<file path="src/rtl/dmem_stall_ctrl.sv">
// Data-memory stall controller: freezes the pipeline while a
// multi-cycle load/store runs through an IDLE-WAIT-DONE handshake.
module dmem_stall_ctrl #(
  parameter int DATA_W = 32
) (
  input  logic              clk_i,
  input  logic              rst_i,
  input  logic              EXMEM_MemRead_i,
  input  logic              EXMEM_MemWrite_i,
  input  logic [DATA_W-1:0] EXMEM_Addr_i,
  input  logic [DATA_W-1:0] EXMEM_WData_i,
  output logic              MemStall_o,
  output logic [DATA_W-1:0] RData_o,
  output logic              mem_req_o,
  output logic              mem_we_o,
  output logic [DATA_W-1:0] mem_addr_o,
  output logic [DATA_W-1:0] mem_wdata_o,
  input  logic              mem_ack_i,
  input  logic [DATA_W-1:0] mem_rdata_i,
  output logic [31:0]       StallCnt_o
);

  typedef enum logic [1:0] {
    IDLE,
    WAIT,
    DONE
  } state_t;

  state_t            state_q;
  state_t            state_d;
  logic              stall;
  logic              capture;
  logic              load_rdata;
  logic              access;
  logic              we_q;
  logic [DATA_W-1:0] addr_q;
  logic [DATA_W-1:0] wdata_q;
  logic [DATA_W-1:0] rdata_q;
  logic [31:0]       stall_cnt;

  assign access = EXMEM_MemRead_i | EXMEM_MemWrite_i;

  // State register
  always_ff @(posedge clk_i or posedge rst_i) begin
    if (rst_i) state_q <= IDLE;
    else       state_q <= state_d;
  end

  // Next state, stall and capture/load strobes
  always_comb begin
    state_d    = state_q;
    stall      = 1'b0;
    capture    = 1'b0;
    load_rdata = 1'b0;
    unique case (state_q)
      IDLE: begin
        if (access) begin
          stall   = 1'b1;
          capture = 1'b1;
          state_d = WAIT;
        end
      end
      WAIT: begin
        stall = 1'b1;
        if (mem_ack_i) begin
          load_rdata = ~we_q;
          state_d    = DONE;
        end
      end
      DONE: state_d = IDLE;
      default: state_d = IDLE;
    endcase
  end

  assign MemStall_o = stall & ~rst_i;
  assign mem_req_o  = (state_q == WAIT);

  // Request capture, read-data return and stall counter
  always_ff @(posedge clk_i or posedge rst_i) begin
    if (rst_i) begin
      we_q      <= 1'b0;
      addr_q    <= '0;
      wdata_q   <= '0;
      rdata_q   <= '0;
      stall_cnt <= '0;
    end else begin
      if (capture) begin
        we_q    <= EXMEM_MemWrite_i & ~EXMEM_MemRead_i;
        addr_q  <= EXMEM_Addr_i;
        wdata_q <= EXMEM_WData_i;
      end
      if (load_rdata) rdata_q <= mem_rdata_i;
      if (MemStall_o) stall_cnt <= stall_cnt + 32'd1;
    end
  end

  assign mem_we_o    = we_q;
  assign mem_addr_o  = addr_q;
  assign mem_wdata_o = wdata_q;
  assign RData_o     = rdata_q;
  assign StallCnt_o  = stall_cnt;

endmodule

</file>
<file path="config.mk">
export PLATFORM = sky130hd
export DESIGN_NAME = dmem_stall_ctrl
export DESIGN_NICKNAME = d
export VERILOG_FILES = /design/src/rtl/dmem_stall_ctrl.sv
export SDC_FILE = /design/constraint.sdc
export NUM_CORES = 1
export LEC_CHECK = 0
export BUFFER_PORTS_ARGS = -buffer_cell sky130_fd_sc_hd__buf_2
export CORE_AREA = 2 2 109 111
export CTS_CLUSTER_SIZE = 16
export DETAILED_ROUTE_END_ITERATION = 16
export DIE_AREA = 0 0 111 113
export PLACE_DENSITY_LB_ADDON = 0.08
export SLEW_MARGIN = 20
export SYNTH_ARGS = -nofsm -noshare
export SYNTH_HDL_FRONTEND = slang
export SYNTH_SLANG_ARGS = --single-unit
</file>
<file path="constraint.sdc">
create_clock -name clk_i -period 5.9 [get_ports clk_i]
set_input_delay 0.885 -clock clk_i [delete_from_list [all_inputs] [get_ports clk_i]]
set_output_delay 0.885 -clock clk_i [all_outputs]
set_load 0.005 [all_outputs]
</file>
==> results of run 1 <==
critical path: stages:
cell     delay (ns)
buf_2          0.11
or3_4          0.40
nand2_1        0.15
inv_1          0.06
buf_2          0.13
layout by cell type, fill, tap and decap left out, types with 2 or more instances in the layout:
cell type  Yosys  final
clkbuf_16      0     17
buf_2          8    231
buf_4          1      3
clkinv_2       0      5
nand3_2        2      2
inv_1          4      3
bufinv_16      0      4
dfrtp_1      131    131
nand3_1        9      9
clkbuf_8       0      4
nand4_1        7      7
and3_1         3      3
mux2_2        96     96
nor4_4         2      2
xor2_1         6      6
nand2_1       15     15
nor2_1         7      7
and4_4         3      3
xnor2_1       25     25
a21oi_1        2      2
power breakdown:
group | switching (uW) | internal (uW) | total [uW]
Clock | 367 | 748 | 1110
Combinational | 443 | 652 | 1090
Sequential | 193 | 1270 | 1460
Total | 1000 | 2670 | 3670
area by class of cell:
cell class / count / share of cell area
Timing Repair Buffer: 234 / 0.166
Inverter: 4 / 0.00281
Sequential cell: 131 / 0.461
Clock buffer: 22 / 0.0680
Multi-Input combinational cell: 193 / 0.256
Clock inverter: 10 / 0.0214
Tap cell: 143 / 0.0251
layer usage:
layer / vias to the layer above / share of wire / GRT usage / wire length [um]
li1: 1664 / - / - / -
met1: 1703 / 0.42 / 0.229 / 4660
met2: 144 / 0.48 / 0.303 / 5380
met3: 20 / 0.084 / 0.0691 / 938
met4: 0 / 0.021 / 0.0817 / 234
met5: - / 0 / 0 / 0
through the flow:
| step | hold slack, ns | util | setup WS, ns |
|---|---|---|---|
| 4_1_cts | 0.479 | 0.631 | 3.26 |
| 3_3_place_gp | 0.466 | 0.575 | 3.27 |
| 3_5_place_dp | 0.471 | 0.575 | 3.27 |
| 5_1_grt | 0.492 | 0.631 | 3.23 |
| 6_report | 0.473 | 0.631 | 3.27 |
| 2_1_floorplan | 0.468 | - | 1.52 |
cell families after synthesis:
group / synth area share
buffers and inverters: 0.0185
AND/OR/NAND/NOR: 0.0807
flip-flops: 0.631
XOR/XNOR: 0.0523
AO/OA/AOI/OAI: 0.00482
adder cells (fa/ha/maj): 0.00241
multiplexers: 0.210
flip-flops by register name, indices dropped and copies added, names as in the netlist:
register and flops:
state_q 2, mem_wdata_o 32, mem_addr_o 32, StallCnt_o 32, mem_we_o 1, RData_o 32
worst paths after layout:
kind	slack (ns)	start	endpoint	cells after the start
max reg2reg	3.93	state_q[1]$_DFFE_PP0P_	mem_wdata_o[20]$_DFFE_PP0P_	4
min reg2reg	0.47	StallCnt_o[31]$_DFFE_PP0P_	StallCnt_o[31]$_DFFE_PP0P_	1
min in group asynchronous	0.66	rst_i	RData_o[21]$_DFFE_PP0P_	2
max in group asynchronous	4.18	rst_i	mem_wdata_o[1]$_DFFE_PP0P_	3
max	3.27	EXMEM_MemWrite_i	MemStall_o	5
min	0.47	StallCnt_o[31]$_DFFE_PP0P_	StallCnt_o[31]$_DFFE_PP0P_	1
==> reports/metrics.cfg, run 1 <==
[logic_synthesis]
synthDominantCellAreaShare = 0.631
yosysMostFrequentCell = dfrtp_1
synthTopCellsByArea = dfrtp_1 (63%), mux2_2 (21%), xnor2_1 (4.2%), nand2_1 (1.1%), xor2_1 (1.0%)
synth_async_sr_flop_share = 1.00
synth_edf_count = 0
yosysTopAreaCell = dfrtp_1
seq_area_frac_synth = 0.631
yosysUniqueCellTypes = 32
synthTopCellsByCount = dfrtp_1 (131), mux2_2 (96), xnor2_1 (25)
syn_nets = 442
syn_avg_cell_area_um2 = 15.3
synth_ff_type = dfrtp_1
syn-cell-area_um2 = 5190
synth-seq-cells = 131
ys.warnings.count = 0
synth_cells = 340

[timing]
timing.slew.headroom = 0.455
hold_violations = 0
setup_viol = 0
period_needed_ns = 2.63
finalCritPeriodShare = 0.445
slew_viol_final = 0
fmax_mhz = 381
tightest_slew_ns = 0.817
fin_skew_ns = 0.00574
rsz0062_at_grt = false
timing.setup.tns_ns = 0

[status]
status = completed

[place]
dpl.cell_count = 705
dpl.hpwl_mm = 8.08
place_area_um2 = 6480
gp_congestion = 0.764
io_buffers = 231

[final_layout]
antenna_cells = 0
nFillCells = 915
area_growth_pct = 37.0
nNetsFinal = 683
multi_input_area_um2 = 1820
final-seq-area_um2 = 3280
design_area_um2 = 7120
drive_above_1_share = 0.636
fin_cells = 737

[route]
vias_per_cell = 4.79
drtPass1Iterations = 4
ant_nets = 0
vias = 3531
drc = 0
wl_mm = 11.2
wl_per_cell_um = 15.2
first_iter_violations = 126

[power]
p_total_uw = 3670
power.density_nw_per_um2 = 516
ir_drop_uv = 339
p_leak_uw = 0.00357

[floorplan]
io_pins = 232
core_area_um2 = 11300
dieHeight_um = 113
die_area_um2 = 12500
initial_utilization = 0.461
die_w_um = 111
num_rows = 39

[grt]
grt_antenna_before_repair = 0
grt_pass1_vias = 3716
grt.total_usage = 0.188
grt_max_degree = 87
grt.overflow.total = 0
grt_pass1_wl_mm = 18.5

[clock_tree]
cts_tree = yes
clock-sinks = 131
cts_setup_buffers = 0
htree_levels = 4
clk_latency_ns = 0.41
clkTransAtPathRegs_ns = 0.05
post_cts_resized = 0
root_buffer = clkbuf_16
cts_buffers = 17
clock_path_buffers = 2
cts_hold_buf = 0

[worst_setup_path]
cp.arrival_ns = 1.74
worstSetupPathType = input pin to output pin
worstSetupStartpointType = input pin
crit_required_ns = 5.02
crit_fanout = 5
end_kind = output pin

[min_path]
worstHoldPathType = register to register

[run]
cap_violations = 0

(Power assumes the default switching activity.)
==> run 2, diff against run 1 <==
Clock period 5.9 ns to 2.45 ns, I/O delays scaled along.
==> run 2 against run 1 <==
Setup slack worse by 2.8 ns. Sequential power up 140%. Global-route usage is 0.55 points lower. Utilization grew 0.59 points. Critical path type is now register to output pin. Total power is 140% higher. Cell count up 0.27%. Combinational power rose by 140%. Sequential cell count did not move.
==> reports/metrics.cfg, run 2 (synthesized netlist as in run 1, its figures left out) <==
[status]
status = completed  ; unchanged

[worst_setup_path]
cp_cell_sequence = or3_4 -> nand2_1 -> inv_1 -> buf_2  ; was buf_2 -> or3_4 -> nand2_1 -> inv_1 -> buf_2
cp.arrival_ns = 1.59  ; was 1.74 ns
critPathMaxStageDelay_ns = 0.44  ; was 0.40 ns
rr_startpoint = state_q[1]$_DFFE_PP0P_  ; unchanged
worstSetupStartpointType = register  ; was input pin
crit_fanout = 5  ; unchanged
reg2reg_slack_ns = 0.67  ; was 3.93 ns
slowest_stage = or3_4  ; unchanged
r2r_end = RData_o[24]$_DFFE_PP0P_  ; was mem_wdata_o[20]$_DFFE_PP0P_
worstSetupPathType = register to output pin  ; was input pin to output pin
end_kind = output pin  ; unchanged
r2r_cells = 5  ; was 4
crit_required_ns = 2.08  ; was 5.02 ns

[clock_tree]
cts_tree = yes  ; unchanged
clk_latency_ns = 0.42  ; was 0.41 ns
clock-sinks = 131  ; unchanged
root_buffer = clkbuf_16  ; unchanged
clock_path_buffers = 2  ; unchanged
post_cts_resized = 0  ; unchanged
htree_levels = 4  ; unchanged
cts_buffers = 17  ; unchanged
clkTransAtPathRegs_ns = 0.05  ; about the same
cts_setup_buffers = 0  ; unchanged
cts_hold_buf = 0  ; unchanged

[route]
vias_per_cell = 4.77  ; was 4.79
dr_wl_met2_mm = 5.07  ; was 5.38 mm
wl_per_cell_um = 14.8  ; was 15.2 um
wl_mm = 10.9  ; was 11.2 mm
top_layer_used = met4  ; unchanged
drt-met1-wl_mm = 4.54  ; was 4.66 mm
ant_nets = 0  ; unchanged
drc = 0  ; unchanged
met3_length_mm = 1.04  ; was 938 um
drtPass1Iterations = 4  ; unchanged
first_iter_violations = 130  ; was 126
vias = 3528  ; was 3531

[power]
ir_drop_uv = 738  ; was 339 uV
p_leak_uw = 0.00359  ; was 0.00357 uW
power.density_nw_per_um2 = 1240  ; was 516 nW/um2
p_total_uw = 8920  ; was 3670 uW

[timing]
fin_ws_ns = 0.493  ; was 3.27 ns
timing.setup.tns_ns = 0  ; unchanged
rsz0062_at_grt = false  ; unchanged
setup_viol = 0  ; unchanged
fmax_mhz = 511
fin_skew_ns = 0.0149  ; was 0.00574 ns
finalCritPeriodShare = 0.799
slew_viol_final = 0  ; unchanged
hold_violations = 0  ; unchanged
period_needed_ns = 1.96
tightest_slew_ns = 0.584  ; was 0.817 ns
timing.slew.headroom = 0.610  ; was 0.455

[floorplan]
core_area_um2 = 11300  ; unchanged
initial_utilization = 0.461  ; unchanged
num_rows = 39  ; unchanged
io_pins = 232  ; unchanged
dieHeight_um = 113  ; unchanged
die_area_um2 = 12500  ; unchanged
die_w_um = 111  ; unchanged

[min_path]
worstHoldPathType = input pin to async pin  ; was register to register

[final_layout]
final_cell_mix = buf_2 (231), dfrtp_1 (131), mux2_2 (96), xnor2_1 (25), clkbuf_16 (17)  ; unchanged
area_growth_pct = 38.3  ; was 37.0%
final-seq-area_um2 = 3280  ; unchanged
design_area_um2 = 7180  ; was 7120 um2
multi_input_area_um2 = 1820  ; unchanged
nNetsFinal = 685  ; was 683
antenna_cells = 0  ; unchanged
layout_commonest_cell = buf_2  ; unchanged
nFillCells = 878  ; was 915
drive_above_1_share = 0.636  ; about the same

[place]
dpl_worst_slack_ns = 0.660  ; was 3.27 ns
dpl.hpwl_mm = 8.06  ; was 8.08 mm
place_area_um2 = 6530  ; was 6480 um2
gp_congestion = 0.854  ; was 0.764
io_buffers = 231  ; unchanged

[grt]
grt_pass1_vias = 3567  ; was 3716
grt.overflow.total = 0  ; unchanged
grt.total_usage = 0.182  ; was 0.188
grt_max_degree = 66  ; was 87
grt_pass1_wl_mm = 17.7  ; was 18.5 mm
grt_antenna_before_repair = 0  ; unchanged

[run]
cap_violations = 0  ; unchanged

## run 2: cell types whose count changed in the layout (fill, tap and decap cells not counted), sizes merged
cell      change
buf           +2
bufinv        +1
clkinv        -1
clkinvlp      +1
inv           -1
## run 2: per-stage QoR
stage,std cells,hold slack (ns),util
global route,739,0.0787,0.637
detailed placement,707,0.472,0.579
global placement,707,0.463,0.579
floorplan,340,0.453,-
CTS,739,0.0525,0.637
finish,739,0.0527,0.637
## run 2: layout make-up
class                           instances  share of cell area
Clock buffer                           22              0.0660
Clock inverter                         10              0.0247
Inverter                                4             0.00261
Multi-Input combinational cell        193               0.254
Sequential cell                       131               0.456
Tap cell                              143              0.0249
Timing Repair Buffer                  236               0.171
## run 2: routing by layer
layer  GRT usage  vias up
li1            -     1681
met1       0.222     1675
met2       0.271      155
met3      0.0878       17
met4      0.0933        0
met5           0        -
## run 2: how the worst max path moves through the flow
stage / startpoint / endpoint / slack (ns)
after global routing: state_q[0]$_DFFE_PP0P_ / MemStall_o / 0.44
after floorplan: rst_i / RData_o[0]$_DFFE_PP0P_ / 0.46
final: state_q[0]$_DFFE_PP0P_ / MemStall_o / 0.49
after detailed placement: state_q[1]$_DFFE_PP0P_ / RData_o[20]$_DFFE_PP0P_ / 0.66
after global placement: StallCnt_o[0]$_DFFE_PP0P_ / StallCnt_o[30]$_DFFE_PP0P_ / 0.71
after CTS: state_q[0]$_DFFE_PP0P_ / MemStall_o / 0.49
## run 2: power by group
part | switching (uW) | internal (uW)
clock | 878 | 1880
sequential | 465 | 3060
combinational | 1040 | 1590
total | 2390 | 6530
## run 2: worst max-delay path, delay by kind of cell (launching register included)
kind / cells / cell delay (ns)
buffers and inverters: 2 / 0.18
flip-flops: 1 / 0.39
AND/OR/NAND/NOR: 2 / 0.60
